`config.mk`:
```
export PLATFORM = sky130hd
export DESIGN_NAME = hazard_fwd_unit
export DESIGN_NICKNAME = d
export VERILOG_FILES = /design/src/rtl/hazard_pkg.sv /design/src/rtl/hazard_scoreboard.sv /design/src/rtl/hazard_fwd_unit.sv
export SDC_FILE = /design/constraint.sdc
export NUM_CORES = 1
export LEC_CHECK = 0
export ABC_AREA = 1
export ABC_CLOCK_PERIOD_IN_PS = 3200
export CAP_MARGIN = 20
export CORE_MARGIN = 8
export CORE_UTILIZATION = 50
export CTS_CLUSTER_SIZE = 16
export DETAILED_ROUTE_END_ITERATION = 10
export GPL_ROUTABILITY_DRIVEN = 0
export PLACE_DENSITY = 0.77
export REMOVE_ABC_BUFFERS = 1
export SYNTH_ARGS = -nofsm -noshare
export SYNTH_HDL_FRONTEND = slang
export SYNTH_SLANG_ARGS = --single-unit
```
`constraint.sdc`:
```
create_clock -name clk -period 3.2 [get_ports clk]
set_clock_uncertainty 0.05 [all_clocks]
set_input_delay 0.48 -clock clk [delete_from_list [all_inputs] [get_ports clk]]
set_output_delay 0.48 -clock clk [all_outputs]
set_load 0.02 [all_outputs]
```
`src/rtl/hazard_pkg.sv`:
```
// hazard_pkg: shared types and default sizes for the hazard/forwarding controller
// Contents: fwd_sel_t operand-source encoding, default register count and index width.
package hazard_pkg;
  typedef enum logic [1:0] {
    FWD_RF  = 2'd0,
    FWD_EX  = 2'd1,
    FWD_MEM = 2'd2,
    FWD_WB  = 2'd3
  } fwd_sel_t;
  localparam int NREG_DEF = 32;
  localparam int RW_DEF   = $clog2(NREG_DEF);
endpackage

```
`src/rtl/hazard_scoreboard.sv`:
```
// hazard_scoreboard: per-register pending bits for outstanding long-latency ops
// Ports: clk/rst (async active-high); i_set/i_set_dest mark a register pending;
// i_clr/i_clr_dest release it; o_pending exposes the NREG-bit scoreboard.
module hazard_scoreboard
  import hazard_pkg::*;
#(
  parameter int NREG = NREG_DEF,
  parameter int RW   = $clog2(NREG)
) (
  input  logic            clk,
  input  logic            rst,
  input  logic            i_set,
  input  logic [RW-1:0]   i_set_dest,
  input  logic            i_clr,
  input  logic [RW-1:0]   i_clr_dest,
  output logic [NREG-1:0] o_pending
);
  logic [NREG-1:0] r_pending;
  logic [NREG-1:0] w_next;
  // set is applied after clear so a same-cycle set/clear on one register leaves it pending
  always_comb begin
    w_next = '0;
    for (int k = 1; k < NREG; k++)
      w_next[k] = (i_set && i_set_dest == RW'(k)) ||
                  (r_pending[k] && !(i_clr && i_clr_dest == RW'(k)));
  end
  always_ff @(posedge clk or posedge rst)
    if (rst) r_pending <= '0;
    else     r_pending <= w_next;
  assign o_pending = r_pending;
endmodule

```
`src/rtl/hazard_fwd_unit.sv`:
```
// hazard_fwd_unit: RAW forwarding select, load-use/scoreboard/WAW stall, stall counter and hang watchdog
// Ports: rsel_dec/ren_dec decode reads; wsel_*/wen_* EX/MEM/WB writers; memread_ex load in EX;
// lng_* long-latency issue/complete; flush; outputs stall, fwd_sel (2 bits/port),
// pending scoreboard, saturating stall_cnt, sticky hang.
module hazard_fwd_unit
  import hazard_pkg::*;
#(
  parameter int NREAD   = 2,
  parameter int NREG    = NREG_DEF,
  parameter int RW      = $clog2(NREG),
  parameter int CW      = 32,
  parameter int TIMEOUT = 1024
) (
  input  logic                clk,
  input  logic                rst,
  input  logic [NREAD*RW-1:0] rsel_dec,
  input  logic [NREAD-1:0]    ren_dec,
  input  logic [RW-1:0]       wsel_ex,
  input  logic [RW-1:0]       wsel_mem,
  input  logic [RW-1:0]       wsel_wb,
  input  logic                wen_ex,
  input  logic                wen_mem,
  input  logic                wen_wb,
  input  logic                memread_ex,
  input  logic                lng_issue,
  input  logic [RW-1:0]       lng_dest,
  input  logic                lng_done,
  input  logic [RW-1:0]       lng_done_dest,
  input  logic                flush,
  output logic                stall,
  output logic [NREAD*2-1:0]  fwd_sel,
  output logic [NREG-1:0]     pending,
  output logic [CW-1:0]       stall_cnt,
  output logic                hang
);
  localparam int TW = $clog2(TIMEOUT + 1);
  logic [NREAD-1:0] w_lu;
  logic [NREAD-1:0] w_sb;
  logic             w_waw;
  logic             w_set;
  logic [TW-1:0]    r_run;
  logic [CW-1:0]    r_stall_cnt;
  logic             r_hang;
  for (genvar i = 0; i < NREAD; i++) begin : g_port
    logic [RW-1:0] w_rsel;
    logic          w_act;
    logic          w_ex;
    logic          w_mem;
    logic          w_wb;
    fwd_sel_t      w_fwd;
    assign w_rsel = rsel_dec[i*RW +: RW];
    assign w_act  = ren_dec[i] && w_rsel != '0;
    assign w_ex   = w_act && wen_ex  && wsel_ex  == w_rsel;
    assign w_mem  = w_act && wen_mem && wsel_mem == w_rsel;
    assign w_wb   = w_act && wen_wb  && wsel_wb  == w_rsel;
    // youngest producer wins; a load in EX still reports EX while the stall holds decode
    assign w_fwd  = w_ex ? FWD_EX : w_mem ? FWD_MEM : w_wb ? FWD_WB : FWD_RF;
    assign fwd_sel[i*2 +: 2] = w_fwd;
    assign w_lu[i] = w_ex && memread_ex;
    assign w_sb[i] = w_act && pending[w_rsel];
  end
  assign w_waw = lng_issue && pending[lng_dest];
  assign stall = (|w_lu) || (|w_sb) || w_waw;
  assign w_set = lng_issue && !stall && !flush && lng_dest != '0;
  hazard_scoreboard #(.NREG(NREG), .RW(RW)) u_sb (
    .clk        (clk),
    .rst        (rst),
    .i_set      (w_set),
    .i_set_dest (lng_dest),
    .i_clr      (lng_done),
    .i_clr_dest (lng_done_dest),
    .o_pending  (pending)
  );
  // hang latches on the edge that completes the TIMEOUT-th consecutive stall cycle
  always_ff @(posedge clk or posedge rst)
    if (rst) begin
      r_stall_cnt <= '0;
      r_run       <= '0;
      r_hang      <= 1'b0;
    end else begin
      if (stall && !(&r_stall_cnt)) r_stall_cnt <= r_stall_cnt + CW'(1);
      r_run <= !stall ? '0 : (r_run == TW'(TIMEOUT)) ? r_run : r_run + TW'(1);
      if (stall && r_run >= TW'(TIMEOUT - 1)) r_hang <= 1'b1;
    end
  assign stall_cnt = r_stall_cnt;
  assign hang      = r_hang;
endmodule

```
Word-level counts from Yosys, hierarchy flattened
Index checks and enable logic that the tools add are counted.
Widths: inputs -> output; s select.
{"block": "classes", "n_eq_ne": 70, "n_mux": 14, "n_addsub": 2, "reduce_logical": 190, "magnitude_cmp": 4}
{"op": "$eq 5x5->1 const B", "count": 32}
{"op": "$logic_and 1x1->1", "count": 117}
{"op": "$eq 5x4->1 const B", "count": 16}
{"op": "$eq 5x3->1 const B", "count": 8}
{"op": "$logic_not 1->1", "count": 34}
{"op": "$logic_or 1x1->1", "count": 33}
{"op": "$add 32x1->32 const B", "count": 1}
{"op": "$reduce_and 32->1", "count": 1}
{"op": "$eq 5x5->1", "count": 6}
{"op": "$mux 11", "count": 2}
{"op": "$eq 5x2->1 const B", "count": 4}
{"op": "$lt 5x6->1 const B", "count": 3}
{"op": "$bmux 1 s5", "count": 3}
{"op": "$reduce_bool 5->1", "count": 3}
{"op": "$mux 2", "count": 6}
{"op": "$add 11x1->11 const B", "count": 1}
{"op": "$eq 11x11->1 const B", "count": 1}
{"op": "$ge 11x10->1 const B", "count": 1}
{"op": "$eq 5x1->1 const B", "count": 2}
{"op": "$reduce_or 2->1", "count": 2}
{"op": "$mux 1", "count": 3}
{"op": "$ne 2x2->1 const B", "count": 1}
{"block": "word_totals", "register_bits": 75, "inputBits": 46, "elab_cells": 284, "out_inout_bits": 70}

Depth between registers and ports, before layout
Gate-level depths: netlist (run 1).
{"block": "logic_depth", "word_depth": 14, "mapped_depth": 16}

Cells and area by module
From an unflattened synthesis (run 1), not the netlist that was laid out.
{"block": "unflattened", "cells_unflattened": 908, "hier_area_um2": 5923.2}
{"module": "hazard_fwd_unit", "area_per_inst_um2": 4379.2, "n_inst": 1, "cells_per_inst": 695, "seq_area_each_um2": 1101.1}
{"module": "hazard_scoreboard", "area_per_inst_um2": 1544.0, "n_inst": 1, "cells_per_inst": 213, "seq_area_each_um2": 775.7}

Worst setup path before layout (run 1)
No wires, ideal clock.
{"block": "synth_timing", "path_kind": "in2out", "from": "input port rsel_dec[6]", "to": "output port fwd_sel[3]", "arrival_time_ps": 1878, "path_buffers": 2, "cell_stages": 7, "setup_slack_ps": 792, "cell_sequence": "buf_4 > inv_2 > buf_4 > o22ai_1 > a2111oi_0 > nand3_1 > a21boi_0"}
{"block": "synth_via", "elab_chain_len": 7}
{"element": "start, declared", "line_no": "hazard_fwd_unit.sv:16", "rtl": "input logic [NREAD*RW-1:0] rsel_dec,"}
{"element": "$reduce_bool 5->1", "line_no": "hazard_fwd_unit.sv:52", "rtl": "assign w_act = ren_dec[i] && w_rsel != '0;"}
{"element": "$logic_and 1x1->1", "line_no": "hazard_fwd_unit.sv:52"}
{"element": "$logic_and 1x1->1 (2 in a row)", "line_no": "hazard_fwd_unit.sv:55", "rtl": "assign w_wb = w_act && wen_wb && wsel_wb == w_rsel;"}
{"element": "$mux 2 (2 in a row)", "line_no": "hazard_fwd_unit.sv:57", "rtl": "assign w_fwd = w_ex ? FWD_EX : w_mem ? FWD_MEM : w_wb ? FWD_WB : FWD_RF;"}
{"element": "$mux 2 *", "line_no": "hazard_fwd_unit.sv:57"}
{"element": "end, declared", "line_no": "hazard_fwd_unit.sv:31", "rtl": "output logic [NREAD*2-1:0] fwd_sel,"}
Every way passes the cells marked *; elsewhere a longest branch is shown, timed or not.

Final worst setup path (run 1)
{"block": "layout_timing", "from": "input port rsel_dec[0]", "to": "output port fwd_sel[1]"}
Same word-level chain as after synthesis.

==> summary.json, run 1 <==
{
  "setup_path": {
    "rrSetupSlack_ns": 0.88,
    "ff2ff_path_depth": 12,
    "critPathCaptureType": "output port",
    "worst-endpoint-required_ns": 2.67,
    "timing.setup.critical_path_class": "in -> out",
    "timing.critical_path.fanout_max": 3,
    "cp.arrival_ns": 2.59,
    "end_point_of_the_critical_path": "fwd_sel[1]",
    "worst_setup_path_start_kind": "input pin",
    "worstReg2RegStart": "u_sb.o_pending[6]",
    "timing.critical_path.from": "rsel_dec[0]",
    "worst_r2r_end": "stall_cnt[22]"
  },
  "finish": {
    "instances_no_fill": 1189,
    "ratio_of_cells_with_drive_above_1_in_the_final_layout_pct": 6.33,
    "syn2layout_area_growth_pct": 27.0,
    "layout.core_utilization_pct": 64.3,
    "nets": 1086,
    "count_of_inserted_antenna_diode_cells": 0
  },
  "route": {
    "routed-via-count": 6532,
    "drt_iter0_drc": 550,
    "routed_wl_um": 18500,
    "final_antenna_net_count": 0,
    "routedWlPerCell_um": 15.6,
    "drc": 0,
    "routed_via_count_divided_by_cell_count": 5.49,
    "dr.pass1.iters": 5
  },
  "synth": {
    "synth_enable_flop_cells": 0,
    "ys_types": 43,
    "async_reset_ff_share_pct": 100,
    "netlist_instances": 926,
    "yosysSeqAreaShare_pct": 31.3,
    "synth_top_flop_cell": "dfrtp_1",
    "synthesis.area_sq_um": 6000,
    "yosys_warnings": 0,
    "syn_avg_cell_area_sq_um": 6.48,
    "ys_ff_latch": 75
  },
  "grt": {
    "antenna_found_initial": 0,
    "grt.total_usage_pct": 23.3,
    "first_pass_grt_wire_length_um": 30400,
    "overflow": 0,
    "vias_in_the_first_global_route": 6309,
    "grt_start_max_net_pins": 45
  },
  "placement": {
    "port_buffers": 114,
    "placed_cells_incl_taps": 1173,
    "dp_hpwl_um": 13900
  },
  "timing": {
    "timing.fmax_mhz": 321,
    "final.setup.tns_ns": 0,
    "finalCritPeriodShare_pct": 97.5,
    "final.min_clock_period_ns": 3.12,
    "timing.final.hold_violations": 0,
    "worst-slew-pin-transition_ns": 0.893,
    "worst_slew_margin_rel_pct": 40.4,
    "setup-violations-final": 0,
    "total_count_of_max_transition_violations_in_the_final_report": 0
  },
  "clock_tree": {
    "cts.root.buffer_cell": "clkbuf_16",
    "clk_pin_slew_ns": 0.06,
    "cts-root-to-sink-buffers": 2,
    "htree_levels": 3,
    "clock_buffers_created_by_tritoncts": 9,
    "clock_insertion_delay_worst_skew_ns": 0.35,
    "post_cts_setup_buffers": 0,
    "numClockSinks": 75,
    "tritoncts": "done"
  },
  "die": {
    "dieHeight_um": 126,
    "boundaryPins": 116,
    "row_count": 40,
    "floorplan.initialDensity_pct": 50.6,
    "die_w_um": 126,
    "floorplan.die_area_sq_um": 15800,
    "core_area_sq_um": 11900
  },
  "job": {
    "max_cap_violations": 0
  },
  "outcome": {
    "result_of_the_run": "finished, final reports clean"
  },
  "pwr": {
    "leakage_power_summed_over_all_cells_nw": 3.74,
    "largest_voltage_drop_on_the_vdd_net_mv": 0.474,
    "power_per_cell_area_nw_per_um2": 416
  },
  "min_path": {
    "min_path_type": "reg -> reg"
  }
}
-- per-layer routing --
metal | share of wire [%] | vias to the layer above | global-route usage [%]
li1 | - | 3212 | -
met1 | 42 | 2992 | 27.9
met2 | 47 | 275 | 39.0
met3 | 7.2 | 53 | 5.48
met4 | 3.3 | 0 | 10.2
met5 | 0 | - | 0
-- sequential cells by signal, summed over array words and instances, names as in the netlist --
name            count
stall_cnt          32
u_sb.o_pending     31
r_run              11
hang                1
-- report_power, final --
| group | switching [mW] | internal, mW | total [mW] |
|---|---|---|---|
| combinational | 0.562 | 0.393 | 0.955 |
| clock | 0.412 | 0.610 | 1.02 |
| sequential | 0.149 | 1.04 | 1.19 |
| total | 1.12 | 2.05 | 3.17 |
-- Yosys cell counts (2+ instances only) --
library cell    n  area share, %
or2_1           2           0.21
inv_2           6           0.38
nand4_1        45            4.7
a21boi_0        4           0.50
nand3_1        77            6.4
nor3_1         29            2.4
clkinv_1        2           0.13
xor2_1         44            6.4
a21boi_1        2           0.25
nand2_4         2           0.38
o21ai_0        42            3.5
nand2_2         2           0.21
nand3b_1        3           0.38
nor4_1          8           0.83
nor2_1         91            5.7
o22ai_1         2           0.21
clkbuf_1       10           0.63
dfrtp_1        75             31
buf_1           5           0.31
nor2_2          4           0.42
buf_4          12            1.5
xnor2_1        10            1.5
buf_2           9           0.75
o211ai_1       11            1.4
nand2_1       311             19
ha_1            3           0.63
o21ai_1         3           0.25
buf_6           8            1.5
inv_1          82            5.1
a21oi_1         9           0.75
-- worst min-delay path by stage --
stage	from	end	slack [ns]	cells after the start
floorplan	r_run[2]	r_run[2]	0.48	3
global placement	hang	hang	0.41	1
detailed placement	hang	hang	0.41	1
CTS	hang	hang	0.43	1
global route	hang	hang	0.44	1
finish	hang	hang	0.42	1
-- cell usage in the layout (no fill, tap or decap), types with 2 or more instances in the layout --
cell type,count
o211ai_1,11
nand3b_1,3
inv_6,2
nand2_1,311
dfrtp_1,75
nor2_2,4
buf_4,28
or2_1,2
clkbuf_16,9
inv_2,7
nor2_1,91
nand2_2,2
nand4_1,45
clkbuf_1,2
nor4_1,8
nand3_1,77
buf_12,3
a21boi_0,4
o21ai_0,42
a21boi_1,2
o22ai_1,2
nor3_1,29
xnor2_1,10
clkdlybuf4s50_1,109
nand2_4,2
o21ai_1,3
inv_1,81
ha_1,3
dlymetal6s2s_1,5
a21oi_1,9
xor2_1,44
-- cells by family (layout without fill, tap and decap cells) --
kind of cell / count (synthesis) / count (layout) / share of synthesized area, %
multiplexers: 1 / 1 / 0.167
buffers and inverters: 135 / 251 / 10.4
AND/OR/NAND/NOR: 580 / 580 / 42.2
XOR/XNOR: 54 / 54 / 7.88
flip-flops: 75 / 75 / 31.3
adder cells (fa/ha/maj): 3 / 3 / 0.625
AO/OA/AOI/OAI: 77 / 77 / 7.38
other: 1 / 1 / 0.0625
-- cell type report --
cell class,count,area (sq um)
clock buffer,11,233
sequential,75,1880
inverter,90,342
fill,1118,4240
clock inverter,5,61.3
timing repair buffer,145,1420
multi-input combinational,716,3500
tap,147,184
-- through the flow --
step           power (mW)  hold slack [ns]  setup slack, ns  instance area (sq um)
6_report             3.17            0.423           0.0807                   7620
5_1_grt              3.33            0.441          -0.0329                   7620
4_1_cts              3.18            0.429           0.0144                   7600
3_5_place_dp         2.15            0.411           0.0189                   7310
3_3_place_gp         2.15            0.408           0.0346                   7310
2_1_floorplan        1.67            0.477            0.634                   5720
-- critical path, cell delays in order --
cell	delay (ns)
clkdlybuf4s50_1	0.48
buf_4	0.19
xor2_1	0.16
nor3_1	0.23
nand4_1	0.13
a21boi_0	0.27
clkdlybuf4s50_1	0.66
-- repair_timing --
action | 4_1_cts | 5_1_grt
endpoints found under the hold margin | 0 | 0
resized for setup | 0 | 6
hold buffers | 0 | 0
endpoints found under the setup margin | 0 | 5
No activity file was read; power rests on OpenSTA's default activity.
==> run 2, diff against run 1 <==
--- a/config.mk
+++ b/config.mk
@@ -13,8 +13,9 @@
 export CTS_CLUSTER_SIZE = 16
 export DETAILED_ROUTE_END_ITERATION = 10
 export GPL_ROUTABILITY_DRIVEN = 0
-export PLACE_DENSITY = 0.77
+export PLACE_DENSITY_LB_ADDON = 0.3
 export REMOVE_ABC_BUFFERS = 1
+export SLEW_MARGIN = 20
 export SYNTH_ARGS = -nofsm -noshare
 export SYNTH_HDL_FRONTEND = slang
 export SYNTH_SLANG_ARGS = --single-unit
==> run 2 against run 1 <==
  * Core utilization about the same
  * Hold slack improved by 0.0051 ns
  * Final cell count about the same
  * Critical path type unchanged
  * Clock power about the same
  * Die area unchanged
  * Sequential share of layout area about the same
  * Largest power group unchanged
  * Sequential power about the same
  * Combinational power increased by 0.4%
  * Via count increased by 0.92%
  * Total power about the same
  * Final area about the same
==> summary.json, run 2 (synthesis gave the netlist of run 1 again) <==
{
  "clock_tree": {
    "tritoncts": "done",
    "cts.hold.buffers_added": 0,
    "clock_insertion_delay_worst_skew_ns": 0.35,
    "cts-root-to-sink-buffers": 2,
    "clk_pin_slew_ns": 0.06,
    "clock_buffers_created_by_tritoncts": 9,
    "numClockSinks": 75,
    "cts.root.buffer_cell": "clkbuf_16",
    "htree_levels": 3
  },
  "timing": {
    "finalCritPeriodShare_pct": 92.6,
    "final.min_clock_period_ns": 2.96,
    "worst_slew_margin_rel_pct": 39.1,
    "grt_setup_unrepaired": "no",
    "final.setup.tns_ns": 0,
    "total_count_of_max_transition_violations_in_the_final_report": 0,
    "timing.fmax_mhz": 337,
    "worst-slew-pin-transition_ns": 0.913,
    "setup-violations-final": 0,
    "timing.final.hold_violations": 0
  },
  "route": {
    "routed_wl_um": 18600,
    "drt_iter0_drc": 657,
    "routed_via_count_divided_by_cell_count": 5.54,
    "dr.pass1.iters": 5,
    "drc": 0,
    "routedWlPerCell_um": 15.7,
    "routed-via-count": 6592,
    "final_antenna_net_count": 0
  },
  "setup_path": {
    "cp.arrival_ns": 2.43,
    "timing.critical_path.fanout_max": 6,
    "timing.critical_path.slowest_cell_delay_ns": 0.64,
    "rrSetupSlack_ns": 0.89,
    "timing.setup.critical_path_class": "in -> out",
    "crit_path_top_delay_cell": "clkdlybuf4s50_1",
    "critPathCaptureType": "output port",
    "critical_path_buf_inv_count": 2,
    "worst_setup_path_start_kind": "input pin",
    "worst-endpoint-required_ns": 2.67,
    "cp_cell_instances": "clkdlybuf4s50_1, nor2_1, nand4_1, nand2_1, a2111oi_0, nand3_1, a21boi_0, dlygate4sd2_1",
    "ff2ff_path_depth": 10,
    "crit_path_leading_delay_family": "buffers and inverters",
    "worst_r2r_end": "stall_cnt[13]",
    "worstReg2RegStart": "stall_cnt[0]"
  },
  "min_path": {
    "timing.hold.worst_endpoint": "hang",
    "hold_start": "hang",
    "min_path_type": "reg -> reg",
    "hold-path-cell-count": 1
  },
  "finish": {
    "fillerInstances": 1114,
    "largest_register_ff_count": 32,
    "syn2layout_area_growth_pct": 26.9,
    "ratio_of_cells_with_drive_above_1_in_the_final_layout_pct": 6.42,
    "final_cell_mix": "nand2_1 (311), clkdlybuf4s50_1 (109), nor2_1 (91), inv_1 (81), nand3_1 (77)",
    "layout.core_utilization_pct": 64.2,
    "nets": 1087,
    "commonest_non_fill_non_tap_cell_in_the_layout": "nand2_1",
    "count_of_inserted_antenna_diode_cells": 0,
    "instances_no_fill": 1190
  },
  "placement": {
    "port_buffers": 114,
    "dp_hpwl_um": 13900,
    "placed_cells_incl_taps": 1174
  },
  "pwr": {
    "internal_power_mw": 2.05,
    "power_frac_seq_pct": 37.7,
    "clockPowerShare_pct": 32.1,
    "power.share.switching_pct": 35.4,
    "largest_voltage_drop_on_the_vdd_net_mv": 0.381,
    "leakage_power_summed_over_all_cells_nw": 3.74,
    "power_per_cell_area_nw_per_um2": 416,
    "power_frac_comb_pct": 30.3,
    "power_switching_mw": 1.12
  },
  "grt": {
    "overflow": 0,
    "vias_in_the_first_global_route": 6288,
    "grt_start_max_net_pins": 36,
    "grt.total_usage_pct": 23.8,
    "first_pass_grt_wire_length_um": 31000,
    "antenna_found_initial": 0
  },
  "die": {
    "core_area_sq_um": 11900,
    "floorplan.die_area_sq_um": 15800,
    "boundaryPins": 116,
    "dieHeight_um": 126,
    "row_count": 40,
    "die_w_um": 126,
    "floorplan.initialDensity_pct": 50.6
  },
  "job": {
    "max_cap_violations": 0
  },
  "outcome": {
    "result_of_the_run": "finished, final reports clean"
  }
}
==> run 2: cell count changes in the layout (fill, tap and decap cells not counted) <==
cell,previous run,this run
clkinvlp_4,1,3
buf_12,3,2
buf_4,28,29
buf_6,0,1
clkinv_2,1,0
dlygate4sd2_1,0,1
dlymetal6s2s_1,5,4
inv_6,2,1
==> run 2: final cells by class <==
| cell class | instances | area, sq um | area share, % |
|---|---|---|---|
| sequential | 75 | 1880 | 24.6 |
| multi-input combinational | 716 | 3500 | 46.0 |
| inverter | 90 | 342 | 4.48 |
| clock buffer | 11 | 233 | 3.06 |
| timing repair buffer | 146 | 1420 | 18.6 |
| clock inverter | 5 | 62.6 | 0.821 |
| tap | 147 | 184 | 2.41 |
==> run 2: metrics by stage <==
step	hold WS, ns	worst slack (ns)	total power, mW	area [sq um]
4_1_cts	0.434	0.0168	3.18	7600
3_3_place_gp	0.411	0.0419	2.14	7310
6_report	0.428	0.236	3.17	7620
2_1_floorplan	0.477	0.634	1.67	5720
5_1_grt	0.450	0.135	3.33	7620
3_5_place_dp	0.415	-0.0719	2.16	7310
==> run 2: how the worst max path moves through the flow <==
stage                          endpoint         start  slack (ns)  depth (start not counted)
after CTS                         stall   lng_dest[0]        0.02                         12
after detailed placement     fwd_sel[3]   rsel_dec[7]       -0.07                          8
final                        fwd_sel[3]   rsel_dec[7]        0.24                          8
after global placement            stall   rsel_dec[5]        0.04                         11
after floorplan           stall_cnt[10]  stall_cnt[1]        0.63                          9
after global routing         fwd_sel[3]   rsel_dec[7]        0.14                          8
==> run 2: metal layers <==
layer  up-vias  routed length, um  global-route usage (%)
li1       3221                  -                       -
met1      3028               7850                    29.5
met2       289               8780                    39.3
met3        54               1330                    4.72
met4         0                663                    10.7
met5         -                  0                       0
==> run 2: repair_timing <==
action                                  4_1_cts  5_1_grt
resized for setup                             1        6
pin swaps                                     0        0
setup buffers                                 0        0
endpoints found under the setup margin        1        4
==> run 2: power groups by stage <==
stage / sequential (mW) / combinational, mW / clock [mW]
finish: 1.19 / 0.959 / 1.02
global route: 1.20 / 1.06 / 1.07
CTS: 1.19 / 0.960 / 1.03
detailed placement: 1.20 / 0.955 / 0
global placement: 1.20 / 0.938 / 0
floorplan: 1.26 / 0.411 / 0
